**config.mk**
```make
export PLATFORM = sky130hd
export DESIGN_NAME = jit_translate_seq
export DESIGN_NICKNAME = d
export VERILOG_FILES = /design/src/rtl/jit_translate_seq.sv
export SDC_FILE = /design/constraint.sdc
export NUM_CORES = 1
export LEC_CHECK = 0
export ABC_AREA = 1
export CORE_ASPECT_RATIO = 1.1
export CORE_MARGIN = 2
export CORE_UTILIZATION = 45
export DETAILED_ROUTE_END_ITERATION = 7
export GPL_ROUTABILITY_DRIVEN = 0
export HOLD_SLACK_MARGIN = 0.12
export PLACE_DENSITY_LB_ADDON = 0.1
export SLEW_MARGIN = 20
export SYNTH_ARGS = -nofsm -noshare
export SYNTH_HDL_FRONTEND = slang
export SYNTH_SLANG_ARGS = --single-unit
```
**constraint.sdc**
```tcl
create_clock -name clk -period 1.7 [get_ports clk]
set_clock_uncertainty 0.1 [all_clocks]
set_input_delay 0.34 -clock clk [delete_from_list [all_inputs] [get_ports clk]]
set_output_delay 0.34 -clock clk [all_outputs]
set_load 0.01 [all_outputs]
```
**src/rtl/jit_translate_seq.sv**
```systemverilog
// jit_translate_seq: walks ROM-linked ARM template chains for one JVM bytecode at a time.
module jit_translate_seq #(
  parameter int MAX_LEN = 64
) (
  input  logic        clk,
  input  logic        rst_n,
  input  logic        in_valid,
  input  logic [7:0]  in_opcode,
  output logic        in_ready,
  output logic [8:0]  rom_addr,
  input  logic [6:0]  rom_data,
  output logic [6:0]  tmpl_addr,
  input  logic [32:0] tmpl_data,
  output logic        out_valid,
  output logic [31:0] out_word,
  output logic        out_last,
  input  logic        out_ready,
  input  logic        flush,
  output logic        unsupported,
  output logic        overrun,
  output logic [6:0]  word_count
);
  typedef enum logic [1:0] {IDLE, LOOKUP, FETCH, HOLD} state_t;
  localparam logic [6:0] MAX = 7'(MAX_LEN);
  state_t state, state_nx;
  logic [7:0] opcode;
  logic [6:0] cur_addr, next_addr, run;
  always_ff @(posedge clk or negedge rst_n)
    if (!rst_n) state <= IDLE;
    else state <= state_nx;
  always_comb
    state_nx = flush ? IDLE :
               state == IDLE   ? (in_valid ? LOOKUP : IDLE) :
               state == LOOKUP ? (rom_data == 7'd0 ? IDLE : FETCH) :
               state == FETCH  ? HOLD :
               !out_ready ? HOLD : (out_last || run >= MAX) ? IDLE : FETCH;
  always_comb begin
    in_ready  = state == IDLE && !flush;
    rom_addr  = state == LOOKUP ? {1'b0, opcode} : state == FETCH ? {2'b10, cur_addr} : 9'd0;
    tmpl_addr = state == FETCH ? cur_addr : 7'd0;
  end
  // Pulses default low every cycle; flush only drops the held word.
  always_ff @(posedge clk or negedge rst_n)
    if (!rst_n) begin
      opcode      <= '0;
      cur_addr    <= '0;
      next_addr   <= '0;
      run         <= '0;
      out_valid   <= 1'b0;
      out_word    <= '0;
      out_last    <= 1'b0;
      unsupported <= 1'b0;
      overrun     <= 1'b0;
      word_count  <= '0;
    end else begin
      unsupported <= 1'b0;
      overrun     <= 1'b0;
      if (flush) out_valid <= 1'b0;
      else
        case (state)
          IDLE: if (in_valid) opcode <= in_opcode;
          LOOKUP: begin
            cur_addr    <= rom_data;
            run         <= '0;
            unsupported <= rom_data == 7'd0;
          end
          FETCH: begin
            {out_last, out_word} <= tmpl_data;
            next_addr <= rom_data;
            out_valid <= 1'b1;
            run       <= run == 7'h7f ? run : run + 7'd1;
          end
          HOLD:
            if (out_ready) begin
              out_valid <= 1'b0;
              if (out_last) word_count <= run;
              else if (run < MAX) cur_addr <= next_addr;
              else overrun <= 1'b1;
            end
          default: ;
        endcase
    end
endmodule

```
* Yosys cells after proc, flatten, opt, wreduce, memory -nomap -nowiden
Cells that the tools add are included.
** Storage, ports and cells
- Bits in registers :: 74
- Output and inout bits :: 60
- Word-level logic and storage cells :: 65
** Cells by class
- Bitwise operators :: 1
- $lt $le $gt $ge :: 2
- Equal/unequal tests :: 9
- Multiplexer cells :: 27
- Add/sub/neg operators :: 1
- Reductions and logical operators :: 14
** Operator list (number)
- $mux 7 :: 5
- $pmux 7 s2 :: 2
- $mux 9 :: 2
- $mux 2 :: 7
- $mux 1 :: 10
- $ne 2x2->1 const B :: 4
- $add 7x1->7 const B :: 1
- $eq 7x7->1 const B :: 1
- $ge 7x7->1 const B :: 1
- $logic_not 7->1 :: 1
- $lt 7x7->1 const B :: 1
- $reduce_and 3->1 :: 2
- $reduce_and 5->1 :: 1
- $eq 2x2->1 const B :: 2
- $reduce_and 2->1 :: 2
- $reduce_and 4->1 :: 1
- $reduce_bool 2->1 :: 2
- $ne 3x3->1 const B :: 1
- $reduce_bool 3->1 :: 1
- $eq 2x1->1 const B :: 1
- $logic_not 2->1 :: 1
- $pmux 1 s2 :: 1
- $logic_and 1x1->1 :: 1
- $logic_not 1->1 :: 1
- other kinds (2) :: 2

* Longest topological paths before layout
Gate-level depths: netlist of run 1.
- Depth in word-level cells :: 8
- Mapped depth :: 8
- Depth with buffers taken out :: 8

* Least setup slack after synthesis of run 1
Ideal clock, no wire load.
- Path kind :: register to output
- Start :: reg state[0]
- End :: out rom_addr[5]
- Buffers on the path :: 1
- Required time :: 1260 ps
- Arrival :: 1082 ps
- Cell stages (with the launch flop) :: 5
- Path slack :: 178 ps
- Cells stage by stage :: dfrtp_1 inv_2 nand2_4 buf_1 o21ai_0
** On the way
- Cells in the longest elaborated chain, start to end :: 3
- Elaborated cells between the ends (all ways) :: 4
** Ends and longest elaborated chain
- start, declared :: RTL line 25 : state_t state, state_nx;
- start signal, assigned :: RTL line 30 : else state <= state_nx;
- $eq 2x2->1 :: RTL line 39 : rom_addr = state == LOOKUP ? {1'b0, opcode} : state == FETCH ? {2'b10, cur_addr} : 9'd0;
- $mux 9 :: RTL line 39
- $mux 9 * :: RTL line 39
- end, declared :: RTL line 10 : output logic [8:0] rom_addr,
Every way passes the cells marked *; elsewhere a longest branch is shown, timed or not.

* Final worst setup path of run 1
- Start :: reg state[1]
- End :: out rom_addr[3]
Same word-level chain as after synthesis.

==> impl_metrics.ini, run 1 <==
[route]
drt.antenna.violating_nets = 0
drc = 0
wirelength_um = 8160
drt_iter0_markers = 148
firstDrtPassIters = 5
avgViaCountPerCell = 4.733
drt-wirelength-per-cell_um = 12.97
route.vias.total = 2977

[run]
drv_cap = 0

[logic_synthesis]
yosysWarnings = 0
yosys.area.top_type = dfrtp_1
synth_nets = 446
avgSynthCellArea_um2 = 8.254
netlist.area_leader.share_pct = 57.23
yosysUniqueCellTypes = 25
ys_async_sr_fraction_pct = 100.0
ys_seq_area_share_pct = 57.23
synth_edf_count = 0
ys_ff_latch = 74
yosysMostFrequentCell = nand2_1
synthesis.area_mm2 = 0.003236
yosys_most_used_dff = dfrtp_1
synthCells = 392
ys_top_cells_by_count = 180 x nand2_1, 74 x dfrtp_1, 35 x o21ai_0
netlist_top_cells_area = dfrtp_1 57%, nand2_1 21%, o21ai_0 5.4%

[clock_tree]
clock-sinks = 74
ctsHtreeMaxLevel = 3
cts.clk_slew.worst_paths_ps = 80
clockBufferDepth = 2
clkLatencyLatePin_ps = 360
cts_made_buffers = 9
cts-root-buf = clkbuf_8
cts_tree = done

[floorplan]
initial_core_util_pct = 46.18
fp.dieH_um = 92.94
die_x_um = 84.85
core_area_mm2 = 0.007007
die-area_mm2 = 0.007886
ios = 113
rows = 32

[layout]
multi_input_area_mm2 = 0.001217
n_antenna_cell = 0
drive_above_1_share_pct = 17.10
n_fill_cell = 573
seq_area_mm2 = 0.001853
final_cells = 629
layout.nets = 593
area_growth_pct = 51.59

[sta]
tightest_slew_ps = 433.0
rsz0062_at_grt = true
period_share_pct = 109.6
finalMaxSlewViolations = 0
hold-worst-slack_ps = 362.7
fin_crit_ps = 1863
fin_ws_ps = -162.6
relSlewSlack_pct = 71.14
setup_viol = 9
final_hold_viol_count = 0
fmax_mhz = 536.9

[power_and_ir_drop]
seqPwrFrac_pct = 43.5
p_comb_share_pct = 31.9
intPower_w = 0.004073
power_w = 0.006032
total_switching_power_w = 0.001959
pwr-share-clk_pct = 24.7
swShare_pct = 32.48
power_density_mw_per_mm2 = 1230
vdd_drop_max_mv = 0.6514
p_leak_nw = 2.686

[worst_setup_path]
arrival_ps = 1420
critPathKind = reg -> out
cp_max_fo = 5
critPathLaunchType = register
end_kind = output pin
cp.required_ps = 1260

[grt]
antenna_found_initial = 0
first_global_vias = 2813
overflow = 0
grt_pass1_wl_um = 12990
grt_max_degree = 37
grt_usage_pct = 20.99

[place]
io_buffers = 112
dp_hpwl_um = 5604
dp.cells = 598

[min_path]
hold_class = in -> async

[outcome]
violations = setup timing
status = finished, violations left
placed cells by master (no fill, tap or decap), types with 2 or more instances in the layout:
cell type        instances
nand2_1                175
dfrtp_1                 73
clkdlybuf4s50_1         53
dlygate4sd2_1           33
inv_1                   30
o21ai_0                 28
buf_4                   28
nand3_1                 18
buf_2                   16
nor2_1                  14
o21ai_1                  9
clkbuf_8                 9
buf_6                    9
dlymetal6s2s_1           8
nand2_2                  6
nor2_4                   3
nor3_1                   3
buf_12                   3
inv_4                    2
nor2_2                   2
nand2_4                  2
bufinv_16                2
clkinvlp_4               2
clkinv_2                 2
layout make-up:
cell class,count,share of cell area [%]
clock inverters,7,1.913
clock buffers,9,2.526
flip-flops and latches,74,37.78
inverters,33,2.628
multi-input cells,270,24.82
well taps,85,2.168
repair buffers,151,28.16
registers in the layout (all words and copies together), names as in the netlist, 2 cells and up:
signal / cells
word_count: 7
opcode: 8
out_word: 32
next_addr: 7
run: 7
cur_addr: 7
state: 2
cells by family after synthesis:
kind of cell             Yosys count  synth area share [%]
adder cells (fa/ha/maj)            1                0.3866
AND/OR/NAND/NOR                  228                 28.89
flip-flops                        74                 57.23
AO/OA/AOI/OAI                     41                 6.613
buffers and inverters             48                 6.883
power groups by stage:
stage	logic, W	registers [W]	clock network [W]
CTS	0.00189	0.00262	0.00152
global route	0.00214	0.00269	0.00159
floorplan	0.000702	0.00278	0
detailed placement	0.00206	0.00266	0
global placement	0.00202	0.00264	0
finish	0.00192	0.00262	0.00149
what timing repair did:
| item | CTS | global route |
|---|---|---|
| endpoints found under the hold margin | 28 | 0 |
| hold buffers | 1 | 0 |
| resized for setup | 111 | 33 |
| pin swaps | 2 | 2 |
| setup endpoints to repair | 50 | 48 |
| buffers inserted | 8 | 6 |
worst paths after layout:
kind	start	endpoint	slack, ps	cells past startpoint
max	state[1]	rom_addr[3]	-160	5
min	rst_n	run[5]	360	2
max reg2reg	state[1]	opcode[7]	70	8
min reg2reg	out_word[26]	out_word[26]	370	2
max in group asynchronous	rst_n	word_count[2]	620	3
min in group clk	out_word[26]	out_word[26]	370	2
metal layers:
metal,share of wire (%),GRT usage (%),vias up
met3,8.1,6.328,14
met4,1.9,9.524,0
met1,42,25.50,1355
li1,-,-,1506
met2,48,34.38,102
met5,0,0,-
per-stage QoR:
step / area (µm²) / utilization, % / setup WS [ps] / TNS, ps
6_report: 4905 / 70.00 / -162.6 / -1185
5_1_grt: 4905 / 70.00 / -222.0 / -1857
4_1_cts: 4775 / 68.14 / -137.9 / -931.3
3_5_place_dp: 4579 / 65.36 / -292.1 / -8651
3_3_place_gp: 4579 / 65.36 / -295.6 / -7488
2_1_floorplan: 3236 / - / 177.9 / 0
worst max-delay path: stages, from the launching register on:
cell and delay (ps):
dfrtp_2 480, nor2_4 200, buf_6 140, nand2_2 40, o21ai_1 70, buf_2 150
(Power assumes the default switching activity.)
==> run 2: changes to the inputs <==
--- a/config.mk
+++ b/config.mk
@@ -8,9 +8,9 @@
 export ABC_AREA = 1
 export CORE_ASPECT_RATIO = 1.1
 export CORE_MARGIN = 2
-export CORE_UTILIZATION = 45
+export CORE_UTILIZATION = 60
 export DETAILED_ROUTE_END_ITERATION = 7
-export GPL_ROUTABILITY_DRIVEN = 0
+export DONT_BUFFER_PORTS = 1
 export HOLD_SLACK_MARGIN = 0.12
 export PLACE_DENSITY_LB_ADDON = 0.1
 export SLEW_MARGIN = 20
==> run 2 against run 1 <==
The flow finishes with violations (hold timing). Register-to-register slack improved by 20 ps. Wire length is 7.6% lower. Via count fell by 8.7%. Critical path type unchanged. Largest power group unchanged.
==> impl_metrics.ini, run 2 (synthesized netlist as in run 1, its figures left out) <==
[power_and_ir_drop]
vdd_drop_max_mv = 0.8350
power_density_mw_per_mm2 = 1283
intPower_w = 0.003457
swShare_pct = 34.39
total_switching_power_w = 0.001813
power_w = 0.005270
p_comb_share_pct = 20.7
pwr-share-clk_pct = 24.8
seqPwrFrac_pct = 54.5
p_leak_nw = 2.098

[sta]
rsz0062_at_grt = true
fin_crit_ps = 1686
period_share_pct = 99.19
setup_viol = 0
fmax_mhz = 593.0
setup_tns_ps = 0
tightest_slew_ps = 414.0
final_hold_viol_count = 74
hold-worst-slack_ps = -402.7
finalMaxSlewViolations = 0
relSlewSlack_pct = 72.36

[worst_setup_path]
end_kind = output pin
arrival_ps = 1250
critPathKind = reg -> out
cp_max_fo = 9
critPathLaunchType = register
cp.required_ps = 1260

[layout]
final_cells = 530
mostFrequentLayoutCells = 179 x nand2_1, 74 x dfrtp_1, 48 x dlygate4sd3_1
area_growth_pct = 26.95
mostFrequentLayoutCell = nand2_1
post-route-util_pct = 77.65
drive_above_1_share_pct = 12.31
n_antenna_cell = 0
top_register = out_word
seq_area_mm2 = 0.001852
largest_reg_flops = 32
layout.nets = 504
final_cell_area_mm2 = 0.004108
n_fill_cell = 366
reg_top3 = out_word: 32 flops, opcode: 8 flops
multi_input_area_mm2 = 0.001260

[outcome]
violations = hold timing
status = finished, violations left

[clock_tree]
cts_tree = done
ctsHtreeMaxLevel = 3
cts.clk_slew.worst_paths_ps = 70
clkLatencyLatePin_ps = 330
cts_hold_buf = 49
cts_made_buffers = 9
clock-sinks = 74
cts-root-buf = clkbuf_8
clockBufferDepth = 2

[route]
wirelength_um = 7543
wl_met2_um = 3746
drt_iter0_markers = 223
route.met3.wl_um = 531
drt.antenna.violating_nets = 0
top_layer = met4
drt-wirelength-per-cell_um = 14.23
met1_length_um = 3190
route.vias.total = 2719
drc = 0
avgViaCountPerCell = 5.130
firstDrtPassIters = 4

[grt]
grt_max_degree = 75
antenna_found_initial = 0
grt_usage_pct = 25.55
grt_pass1_wl_um = 11590
overflow = 0
first_global_vias = 2541

[floorplan]
core_area_mm2 = 0.005290
die-area_mm2 = 0.005997
initial_core_util_pct = 61.16
ios = 113
die_x_um = 74.02
rows = 28
fp.dieH_um = 81.02

[place]
dp_hpwl_um = 4399
dp.cells = 457
io_buffers = 0
gp_congestion = 0.8758
postPlaceCellArea_mm2 = 0.003281

[run]
drv_cap = 0

[min_path]
hold_class = in -> async
==> run 2: cell count changes in the layout (fill, tap and decap cells not counted), moves of 8 or more <==
cell,change
clkdlybuf4s50_1,-53
dlygate4sd3_1,+47
dlygate4sd2_1,-33
buf_4,-19
buf_2,-16
buf_6,-9
dlymetal6s2s_1,-8
==> run 2: worst max-delay path, cell delays in order, from the launching register on <==
cell and delay (ps):
dfrtp_1 420, inv_4 160, nand2_4 160, o21ai_4 180
==> run 2: routing by layer <==
layer | up-vias | global-route usage [%]
li1 | 1330 | -
met1 | 1269 | 31.64
met2 | 113 | 42.95
met3 | 7 | 6.824
met4 | 0 | 9.273
met5 | - | 0
==> run 2: worst paths after layout <==
| check | slack (ps) | from | cells past startpoint | to |
|---|---|---|---|---|
| max reg2reg | 90 | state[1] | 7 | out_word[22] |
| max | 10 | state[0] | 3 | rom_addr[1] |
| max in group asynchronous | 1790 | rst_n | 0 | opcode[0] |
| min reg2reg | 380 | opcode[3] | 2 | opcode[3] |
| min in group clk | 130 | rom_data[2] | 3 | unsupported |
| min | -400 | rst_n | 0 | opcode[4] |
==> run 2: area by class of cell <==
| class | count | area share [%] |
|---|---|---|
| inverter | 33 | 3.076 |
| clock inverter | 5 | 1.310 |
| clock buffer | 11 | 3.442 |
| tap | 75 | 2.284 |
| timing repair buffer | 59 | 14.13 |
| multi-input combinational | 273 | 30.67 |
| sequential | 74 | 45.08 |
==> run 2: power by group through the flow <==
stage	sequential, W	clock [W]	combinational [W]
final	0.00287	0.00131	0.00109
after floorplan	0.00278	0	0.000702
after CTS	0.00286	0.00135	0.00103
after global routing	0.00294	0.00143	0.00125
after global placement	0.00288	0	0.000784
after detailed placement	0.00288	0	0.000839
==> run 2: per-stage QoR <==
step                setup slack, ps  hold WS [ps]
floorplan                     177.9        -55.59
global placement              152.0        -54.19
CTS                           2.608        -420.8
global route                 -40.20        -429.2
detailed placement            112.8        -54.17
finish                        13.76        -402.7
==> run 2: repair_timing <==
item | 4_1_cts | 5_1_grt
endpoints found under the hold margin | 124 | 74
pin swaps | 3 | 1
buffers inserted | 4 | 1
setup endpoints to repair | 14 | 14
gates cloned | 2 | 1
gates resized for setup | 24 | 6
==> run 3: changes to the inputs <==
--- a/config.mk
+++ b/config.mk
@@ -6,7 +6,6 @@
 export NUM_CORES = 1
 export LEC_CHECK = 0
 export ABC_AREA = 1
-export CORE_ASPECT_RATIO = 1.1
 export CORE_MARGIN = 2
 export CORE_UTILIZATION = 60
 export DETAILED_ROUTE_END_ITERATION = 7
==> constraint.sdc (replaced) <==
create_clock -name clk -period 1.7 [get_ports clk]
set_clock_uncertainty 0.1 [all_clocks]
set_input_delay 0.34 -clock clk [delete_from_list [all_inputs] [get_ports clk]]
set_output_delay 0.34 -clock clk [all_outputs]
set_load 0.1 [all_outputs]
==> run 3 against run 2 <==
The run now fails in global routing. Synthesized area did not move. Synthesized cell count did not move.
==> impl_metrics.ini, run 3 <==
[floorplan]
fp.dieH_um = 77.44
rows = 26
ios = 113
initial_core_util_pct = 62.95
die_x_um = 77.44

[logic_synthesis]
ys_top_cells_by_count = 180 x nand2_1, 74 x dfrtp_1, 35 x o21ai_0
synth_nets = 446
synthesis.area_mm2 = 0.003236
netlist_top_cells_area = dfrtp_1 57%, nand2_1 21%, o21ai_0 5.4%
avgSynthCellArea_um2 = 8.254
ys_ff_latch = 74
yosys_most_used_dff = dfrtp_1
synth_edf_count = 0
yosysWarnings = 0
yosysUniqueCellTypes = 25
yosys.area.top_type = dfrtp_1
netlist.area_leader.share_pct = 57.23
ys_async_sr_fraction_pct = 100.0
synthCells = 392
yosysMostFrequentCell = nand2_1
ys_seq_area_share_pct = 57.23

[place]
dp_hpwl_um = 5319
gp_congestion = 0.8456
dp.cells = 513
io_buffers = 0

[clock_tree]
cts_made_buffers = 9
ctsHtreeMaxLevel = 3
clock-sinks = 74
cts-root-buf = clkbuf_8
clockBufferDepth = 2

[sta]
endpoint_type = primary output
grt-worst-endpoint = rom_addr[2]

[outcome]
firstError = [ERROR DPL-0038] Utilization greater than 100%, impossible to legalize
failed_stage = global routing
status = did not finish

[grt]
grt_max_degree = 75
## run 3: timing repair
item | in CTS
resized for setup | 17
setup endpoints to repair | 17
pin swaps | 4
hold buffers | 50
buffers inserted | 7
cloned | 1
hold endpoints to repair | 128
## run 3: cell families after synthesis
| kind of cell | synth area share, % |
|---|---|
| adders and majority gates | 0.3866 |
| buffers and inverters | 6.883 |
| AOI/OAI and AO/OA | 6.613 |
| and+or+nand+nor | 28.89 |
| DFF | 57.23 |
## run 3: through the flow
step / setup WS [ps] / utilization (%) / instance area, µm²
after floorplan: -183.5 / - / 3377
after global placement: 141.5 / 79.21 / 4071
after detailed placement: 64.80 / 79.21 / 4071
after CTS: -173.8 / 96.32 / 4951
==> run 4: changes to the inputs <==
--- a/config.mk
+++ b/config.mk
@@ -7,11 +7,10 @@
 export LEC_CHECK = 0
 export ABC_AREA = 1
 export CORE_MARGIN = 2
-export CORE_UTILIZATION = 60
+export CORE_UTILIZATION = 40
 export DETAILED_ROUTE_END_ITERATION = 7
 export DONT_BUFFER_PORTS = 1
-export HOLD_SLACK_MARGIN = 0.12
-export PLACE_DENSITY_LB_ADDON = 0.1
+export PLACE_DENSITY_LB_ADDON = 0.15
 export SLEW_MARGIN = 20
 export SYNTH_ARGS = -nofsm -noshare
 export SYNTH_HDL_FRONTEND = slang
==> run 4 against run 3 <==
The flow now finishes, with violations (hold timing, setup timing).
==> impl_metrics.ini, run 4 (synthesized netlist as in run 1, its figures left out) <==
[worst_setup_path]
cp.required_ps = 1260
critPathKind = reg -> out
end_kind = output pin
arrival_ps = 1470
path_cells = buf_12 > nand2_8 > clkinvlp_4 > buf_12
slowest_stage = dfrtp_2
r2r_cells = 8
critPathLaunchType = register
crit_path_frequent_cell = buf_12
cpPeakStageDelay_ps = 520
cp_max_fo = 8

[clock_tree]
clkLatencyLatePin_ps = 350
clockBufferDepth = 2
cts_tree = done
clock-sinks = 74
ctsHtreeMaxLevel = 3
cts-root-buf = clkbuf_8
cts.clk_slew.worst_paths_ps = 90
cts_made_buffers = 9

[layout]
top_register = out_word
n_fill_cell = 639
drive_above_1_share_pct = 31.31
final_cell_area_mm2 = 0.005067
layout.nets = 560
n_antenna_cell = 0
mostFrequentLayoutCell = nand2_1
area_growth_pct = 56.61
reg_top3 = out_word: 32 flops, opcode: 8 flops
largest_reg_flops = 32
mostFrequentLayoutCells = 153 x nand2_1, 72 x dfrtp_1, 55 x buf_4
final_cells = 613

[sta]
setup_viol = 47
rsz0062_at_grt = true
tightest_slew_ps = 307.1
final_hold_viol_count = 74
fin_ws_ps = -209.8
fmax_mhz = 523.6
hold-worst-slack_ps = -425.1
relSlewSlack_pct = 79.53
finalMaxSlewViolations = 0
period_share_pct = 112.3
setup_tns_ps = -3829
fin_crit_ps = 1910

[route]
route.vias.total = 2947
firstDrtPassIters = 4
drt.antenna.violating_nets = 0
drc = 0
drt_iter0_markers = 118
drt-wirelength-per-cell_um = 14.78
avgViaCountPerCell = 4.808
wirelength_um = 9059

[min_path]
hold_class = in -> async

[floorplan]
die-area_mm2 = 0.008825
core_area_mm2 = 0.007767
fp.dieH_um = 93.94
die_x_um = 93.94
rows = 32
initial_core_util_pct = 41.66
ios = 113

[grt]
antenna_found_initial = 0
grt_usage_pct = 18.93
overflow = 0
grt_pass1_wl_um = 13080
first_global_vias = 2696
grt_max_degree = 75

[place]
postPlaceCellArea_mm2 = 0.004104
pre_cts_slack_ps = 79.21
dp_hpwl_um = 5225
gp_congestion = 0.7571
dp.cells = 544
io_buffers = 0

[outcome]
violations = hold timing, setup timing
status = finished, violations left

[power_and_ir_drop]
power_density_mw_per_mm2 = 1816
p_leak_nw = 2.508
vdd_drop_max_mv = 1.357

[run]
drv_cap = 0
[run 4: final timing paths]
| path | end | start | slack, ps |
|---|---|---|---|
| hold reg to reg | opcode[6] | opcode[6] | 380 |
| setup / recovery | rom_addr[8] | state[1] | -210 |
| setup reg to reg | out_word[1] | state[1] | -60 |
| hold / removal | out_word[4] | rst_n | -430 |
| max in group asynchronous | state[1] | rst_n | 1810 |
| min in group clk | opcode[4] | in_opcode[4] | 30 |
[run 4: stage by stage]
stage          total power (W)  utilization, %
6_report              0.009204           65.24
5_1_grt               0.009585           65.24
4_1_cts               0.009023           60.37
3_5_place_dp          0.007472           52.84
3_3_place_gp          0.007430           52.84
2_1_floorplan         0.006400               -
[run 4: area by class of cell]
type	count	area, µm²	area share [%]
sequential	74	1854	36.59
inverter	33	142.6	2.815
clock buffer	9	123.9	2.444
timing repair inverter	1	8.758	0.1728
timing repair buffer	115	1280	25.26
tap	102	127.6	2.519
multi-input combinational	272	1454	28.69
clock inverter	7	76.32	1.506
[run 4: timing repair]
| item | CTS | global route |
|---|---|---|
| hold endpoints to repair | 103 | 79 |
| resized for setup | 10 | 49 |
| setup buffers | 6 | 7 |
| cloned | 2 | 6 |
| setup endpoints to repair | 17 | 56 |
| hold buffers | 27 | 5 |
| pin swaps | 3 | 4 |
[run 4: power by group]
group	total (W)	leakage (nW)	switching, W	internal [W]
logic	0.00525	1.47	0.00407	0.00119
registers	0.00256	0.942	0.000240	0.00232
clock network	0.00139	0.0962	0.000703	0.000687
total	0.00920	2.51	0.00501	0.00419
[run 4: worst max-delay path: cells and delay by family (launching register included)]
family / cells / cell delay (ps)
buf+inv: 3 / 460
simple gates: 1 / 140
flops: 1 / 520
[run 4: per-layer routing]
metal  up-vias  wire length (µm)  GRT usage (%)
li1       1449                 -              -
met1      1373              3959          25.73
met2       115              4346          28.93
met3        10               646          6.902
met4         0               106          4.589
met5         -                 0              0
